--- src/rtl/serial_subtractor_if.sv ---
// serial_subtractor_if: operand/result bus between a control unit (master)
// and the multi-cycle serial subtractor (slave). Carries the start/busy/done
// handshake, the operands and the registered result with its flags.
interface serial_subtractor_if #(
  parameter int WIDTH = 32
);
  logic             Start;
  logic [WIDTH-1:0] In_A;
  logic [WIDTH-1:0] In_B;
  logic             Borrow_in;
  logic             Busy;
  logic             Done;
  logic [WIDTH-1:0] Difference;
  logic             Borrow_out;
  logic             Overflow;
  logic             Zero;

  modport master (
    output Start, In_A, In_B, Borrow_in,
    input  Busy, Done, Difference, Borrow_out, Overflow, Zero
  );

  modport slave (
    input  Start, In_A, In_B, Borrow_in,
    output Busy, Done, Difference, Borrow_out, Overflow, Zero
  );
endinterface

--- src/rtl/serial_subtractor.sv ---
// serial_subtractor: computes In_A - In_B - Borrow_in over WIDTH/DIGIT clock
// cycles using a DIGIT-bit ripple-borrow chain of full-subtractor slices.
// Results and flags are registered and only change when an operation ends.
// Optional feature macro: SERIAL_SUBTRACTOR_FLAGS_EN (Overflow/Zero flags).
// When it is undefined, Overflow and Zero are tied to 0.
module serial_subtractor #(
  parameter int WIDTH = 32,
  parameter int DIGIT = 1
) (
  input logic Clk,
  input logic Rst,
  serial_subtractor_if.slave bus
);
  localparam int N  = WIDTH / DIGIT;
  localparam int CW = $clog2(N + 1);
  localparam logic [CW-1:0] LAST = CW'(N - 1);

  generate
    if (WIDTH < 2 || (WIDTH % DIGIT) != 0) begin : g_bad_param
      $error("serial_subtractor: WIDTH must be >= 2 and divisible by DIGIT");
    end
  endgenerate

  typedef enum logic [1:0] {IDLE, RUN, DONE} state_t;

  state_t           state;
  state_t           state_next;
  logic [CW-1:0]    cnt;
  logic [WIDTH-1:0] a_sr;
  logic [WIDTH-1:0] b_sr;
  logic [WIDTH-1:0] d_sr;
  logic [WIDTH-1:0] d_next;
  logic [WIDTH-1:0] diff_q;
  logic             borrow_q;
  logic             bout_q;
  logic [DIGIT-1:0] dig;
  logic             chain_bout;

`ifdef SERIAL_SUBTRACTOR_FLAGS_EN
  logic msb_bin;
  logic ovf_q;
  logic zero_q;

  // Signed overflow: borrow into the MSB slice differs from the borrow out.
  function automatic logic ovf_flag(input logic bin_msb, input logic bout_msb);
    return bin_msb ^ bout_msb;
  endfunction

  function automatic logic zero_flag(input logic [WIDTH-1:0] d);
    return ~|d;
  endfunction
`endif

  // Ripple-borrow chain over the low DIGIT bits of the operand shift registers
  always_comb begin
    dig        = '0;
    chain_bout = borrow_q;
`ifdef SERIAL_SUBTRACTOR_FLAGS_EN
    msb_bin    = borrow_q;
`endif
    for (int i = 0; i < DIGIT; i++) begin
`ifdef SERIAL_SUBTRACTOR_FLAGS_EN
      // Left holding the borrow into the top slice, i.e. bit WIDTH-1 on the last pass
      msb_bin    = chain_bout;
`endif
      dig[i]     = a_sr[i] ^ b_sr[i] ^ chain_bout;
      chain_bout = (~a_sr[i] & b_sr[i]) | (~(a_sr[i] ^ b_sr[i]) & chain_bout);
    end
    // New difference digit enters at the MSB end; after N cycles it is aligned
    d_next = (d_sr >> DIGIT) | (WIDTH'(dig) << (WIDTH - DIGIT));
  end

  // Next-state logic: Start only matters in IDLE, DONE always returns to IDLE
  always_comb begin
    state_next = state;
    case (state)
      IDLE:    if (bus.Start) state_next = RUN;
      RUN:     if (cnt == LAST) state_next = DONE;
      DONE:    state_next = IDLE;
      default: state_next = IDLE;
    endcase
  end

  // State register
  always_ff @(posedge Clk) begin
    if (Rst) state <= IDLE;
    else     state <= state_next;
  end

  // Operand/result shift registers, iteration counter and result registers
  always_ff @(posedge Clk) begin
    if (Rst) begin
      cnt      <= '0;
      a_sr     <= '0;
      b_sr     <= '0;
      d_sr     <= '0;
      borrow_q <= 1'b0;
      diff_q   <= '0;
      bout_q   <= 1'b0;
`ifdef SERIAL_SUBTRACTOR_FLAGS_EN
      ovf_q    <= 1'b0;
      zero_q   <= 1'b0;
`endif
    end else begin
      case (state)
        IDLE: begin
          if (bus.Start) begin
            a_sr     <= bus.In_A;
            b_sr     <= bus.In_B;
            borrow_q <= bus.Borrow_in;
            d_sr     <= '0;
            cnt      <= '0;
          end
        end
        RUN: begin
          a_sr     <= a_sr >> DIGIT;
          b_sr     <= b_sr >> DIGIT;
          d_sr     <= d_next;
          borrow_q <= chain_bout;
          cnt      <= cnt + CW'(1);
          // Final digit: publish the full result so it is valid during DONE
          if (cnt == LAST) begin
            diff_q <= d_next;
            bout_q <= chain_bout;
`ifdef SERIAL_SUBTRACTOR_FLAGS_EN
            ovf_q  <= ovf_flag(msb_bin, chain_bout);
            zero_q <= zero_flag(d_next);
`endif
          end
        end
        default: ;
      endcase
    end
  end

  assign bus.Busy       = (state == RUN);
  assign bus.Done       = (state == DONE);
  assign bus.Difference = diff_q;
  assign bus.Borrow_out = bout_q;
`ifdef SERIAL_SUBTRACTOR_FLAGS_EN
  assign bus.Overflow   = ovf_q;
  assign bus.Zero       = zero_q;
`else
  assign bus.Overflow   = 1'b0;
  assign bus.Zero       = 1'b0;
`endif
endmodule

--- src/flat_wrapper.sv ---
// flat-port wrapper written by rule: the top's interface ports become plain ports
module serial_subtractor_flat 
#(
  parameter int WIDTH = 32,
  parameter int DIGIT = 1
)
  (Clk, Rst, bus_Start, bus_In_A, bus_In_B, bus_Borrow_in, bus_Busy, bus_Done, bus_Difference, bus_Borrow_out, bus_Overflow, bus_Zero);
  serial_subtractor_if #(.WIDTH(WIDTH)) bus_i ();
  input logic Clk;
  input logic Rst;
  input wire logic [$bits(bus_i.Start)-1:0] bus_Start;
  input wire logic [$bits(bus_i.In_A)-1:0] bus_In_A;
  input wire logic [$bits(bus_i.In_B)-1:0] bus_In_B;
  input wire logic [$bits(bus_i.Borrow_in)-1:0] bus_Borrow_in;
  output wire logic [$bits(bus_i.Busy)-1:0] bus_Busy;
  output wire logic [$bits(bus_i.Done)-1:0] bus_Done;
  output wire logic [$bits(bus_i.Difference)-1:0] bus_Difference;
  output wire logic [$bits(bus_i.Borrow_out)-1:0] bus_Borrow_out;
  output wire logic [$bits(bus_i.Overflow)-1:0] bus_Overflow;
  output wire logic [$bits(bus_i.Zero)-1:0] bus_Zero;
  assign bus_i.Start = bus_Start;
  assign bus_i.In_A = bus_In_A;
  assign bus_i.In_B = bus_In_B;
  assign bus_i.Borrow_in = bus_Borrow_in;
  assign bus_Busy = bus_i.Busy;
  assign bus_Done = bus_i.Done;
  assign bus_Difference = bus_i.Difference;
  assign bus_Borrow_out = bus_i.Borrow_out;
  assign bus_Overflow = bus_i.Overflow;
  assign bus_Zero = bus_i.Zero;
  serial_subtractor #(.WIDTH(WIDTH), .DIGIT(DIGIT)) u_core (.Clk(Clk), .Rst(Rst), .bus(bus_i));
endmodule
--- config.mk ---
export PLATFORM = sky130hd
export DESIGN_NAME = serial_subtractor_flat
export DESIGN_NICKNAME = d
export VERILOG_FILES = /design/src/rtl/serial_subtractor_if.sv /design/src/rtl/serial_subtractor.sv /design/src/flat_wrapper.sv
export SDC_FILE = /design/constraint.sdc
export NUM_CORES = 1
export LEC_CHECK = 0
export BUFFER_PORTS_ARGS = -buffer_cell sky130_fd_sc_hd__buf_4
export CAP_MARGIN = 0
export CORE_MARGIN = 1.5
export CORE_UTILIZATION = 55
export CTS_CLUSTER_DIAMETER = 200
export DETAILED_ROUTE_END_ITERATION = 8
export PLACE_DENSITY_LB_ADDON = 0.3
export SLEW_MARGIN = 20
export SYNTH_ARGS = -nofsm -noshare
export SYNTH_HDL_FRONTEND = slang
export SYNTH_SLANG_ARGS = --single-unit
export TNS_END_PERCENT = 20
--- constraint.sdc ---
create_clock -name Clk -period 2.3 [get_ports Clk]
set_clock_uncertainty 0.15 [all_clocks]
set_input_delay 0.345 -clock Clk [delete_from_list [all_inputs] [get_ports Clk]]
set_output_delay 0.345 -clock Clk [all_outputs]
set_load 0.02 [all_outputs]
==> metrics.cfg <==
[cts]
holdBufCountCts = 14
cts-resized-gates = 0
cts_setup_buffers = 0
htreeDepth = 4
cts_root_buf = clkbuf_8
worstSkewPairLatency_ns = 0.51
ctsLongestPathBuffers = 2
cts_sinks = 137
numCtsBuffers = 17
clk_pin_slew_worst_paths_ns = 0.06
tritoncts = yes

[yosys]
synth-seq-cells = 137
synth_compound_area_share_pct = 12.8
yosys.area_share.xor_xnor_pct = 0
synth_edf_count = 0
yosys.area_share.simple_pct = 30.6
synthMuxAreaShare_pct = 5.51
ys_seq_area_share_pct = 45.6
synthCells = 645
synthAdderAreaFrac_pct = 0.541
ys_types = 39
synthArstFlopShare_pct = 0
yosysWarnings = 0
synth_ff_type = dfxtp_1
synth_top_family_by_area = simple AND/OR/NAND/NOR gates
syn_avg_cell_area_um2 = 9.32
synthesis.area_mm2 = 0.00601

[critical_path]
crit_required_ns = 1.80
rr_endpoint = u_core.bus.Difference[28]
critPathArrivalTime_ns = 1.68
path_class = reg -> out
rrSetupSlack_ns = 0.41
timing.reg2reg.worst_path_depth = 5
crit_top_cell = buf_4
cp_top_family = buffers and inverters
worst-path-buf-inv = 3
startpoint_type = flip-flop
cp_max_fo = 32
path_cells = buf_4, nand2b_4, inv_1, buf_4
cp-end-kind = output pin
critPathMaxStageDelay_ns = 0.36
worstReg2RegStart = u_core.state[1]
slowest_stage = dfxtp_2

[finish]
n_antenna_cell = 0
synthToLayoutAreaGrowth_pct = 26.2
seq_area_mm2 = 0.00275
stdcell_count = 885
drive_gt1_share_pct = 29.4
multiInputGateArea_mm2 = 0.00300
layout_common_cells = dfxtp_1 (135), nand2b_1 (115), buf_4 (113), nor2_1 (55)
fillers = 781
nets = 806
layout_commonest_cell = dfxtp_1
finalInstanceArea_mm2 = 0.00759

[sta]
tns_ns = 0
period_minus_slack_ns = 2.18
fin_crit_sh_pct = 94.6
worst_slew_pin_slew_ns = 1.01
slew_headroom_pct = 32.6
setup_viol = 0
max_freq_mhz = 460
hold_viol_final = 0
final.setup.worst_slack_ns = 0.124
rsz0062_at_grt = no
slew_violations = 0

[floorplanning]
io_pins = 105
die_h_um = 108
start_util_pct = 57.5
coreArea_mm2 = 0.0105
die-area_mm2 = 0.0116
die_w_um = 108
rows = 37

[global_route]
grt_antenna_before_repair = 0
grt-ovfl-total = 0
grt_pass1_vias = 4657
grt_first_pass_wirelength_um = 22000
grt_usage_pct = 23.8
grt_max_degree = 123

[job]
max_cap_viol_count = 0

[hold_path]
min_to = u_core.borrow_q
hold_class = in -> reg
min_from = bus_Borrow_in
hold_depth = 3

[place]
post-place-ws_ns = 0.233
place_congestion = 0.792
io_buffers = 102
placed_area_mm2 = 0.00682
dp_hpwl_um = 7840
dp_cells = 839

[route]
ant_nets = 0
wl_um = 13200
avgViaCountPerCell = 5.50
first_pass_iters = 5
wire_per_inst_um = 14.9
vias = 4868
drc = 0
drt_iter0_drc = 262

[pwr]
total_power_mw = 6.18
vdd_drop_max_uv = 619
p_leak_nw = 3.03
power_density_mw_per_mm2 = 815

[status]
outcome = finished, final reports clean

[how the worst max path moves through the flow]
stage / from / endpoint / slack (ns) / cells after the start
global route: u_core.state[1] / bus_Busy / 0.02 / 4
global placement: bus_Start / u_core.b_sr[19] / 0.28 / 4
detailed placement: bus_Start / u_core.b_sr[5] / 0.23 / 4
CTS: u_core.state[1] / bus_Busy / 0.10 / 4
floorplan: u_core.state[1] / bus_Done / 0.54 / 3
finish: u_core.state[1] / bus_Busy / 0.12 / 4
[kinds of logic (layout without fill, tap and decap cells)]
kind of cell    after synthesis  count (layout)
simple gates                301             301
compound gates              109             109
flops                       137             137
other cells                   1               2
mux                          33              33
buf+inv                      62             165
fa+ha+maj                     2               2
[sequential cells by signal (all words and copies together) (netlist names)]
register	count
u_core.a_sr	32
u_core.b_sr	32
u_core.borrow_q	1
u_core.bus.Borrow_out	1
u_core.bus.Difference	32
u_core.cnt	6
u_core.d_sr	31
u_core.state	2
[layer usage]
layer	GRT usage (%)	share of wire, %
met5	0	0
met3	5.33	4.1
met1	31.0	46
met4	8.27	1.8
met2	38.8	48
[power by group]
part | total (mW) | leakage, nW | switching [mW] | internal, mW
combinational | 0.710 | 1.60 | 0.348 | 0.362
clock | 2.90 | 0.305 | 1.08 | 1.82
sequential | 2.58 | 1.12 | 0.0697 | 2.51
[Yosys cell counts, types with 2 or more instances]
cell,instances,area [µm²]
a211oi_1,2,15.0
a21o_1,3,22.5
a21oi_1,54,270
a221o_1,4,40.0
a221o_2,7,78.8
a22o_1,34,298
and2_1,7,43.8
and2_2,4,30.0
buf_1,6,22.5
buf_2,11,55.1
buf_4,2,15.0
buf_6,5,56.3
clkbuf_1,33,124
dfxtp_1,137,2740
inv_1,4,15.0
mux2i_1,32,320
nand2b_1,115,719
nand3_1,2,10.0
nor2_1,55,206
nor2b_1,2,12.5
nor3_1,54,270
nor3b_1,2,15.0
o2bb2ai_1,2,17.5
or3b_2,53,464
[through the flow]
| step | hold slack, ns | util, % |
|---|---|---|
| floorplan | 0.290 | - |
| global placement | 0.304 | 65.2 |
| detailed placement | 0.314 | 65.2 |
| CTS | 0.0605 | 72.5 |
| global route | 0.0900 | 72.5 |
| finish | 0.0767 | 72.5 |
[worst register-to-register path: stages, from the launching register on]
cell      delay, ns
dfxtp_2        0.34
buf_4          0.24
nand2b_4       0.22
nor4_4         0.32
buf_12         0.28
mux2i_1        0.27
[cell type report]
| type | instances | area share, % |
|---|---|---|
| clock inverters | 14 | 2.70 |
| well taps | 136 | 2.24 |
| inverters | 4 | 0.198 |
| clock buffers | 18 | 5.64 |
| multi-input cells | 447 | 39.5 |
| repair buffers | 129 | 13.6 |
| flip-flops and latches | 137 | 36.2 |
No activity file was read; power rests on OpenSTA's default activity.
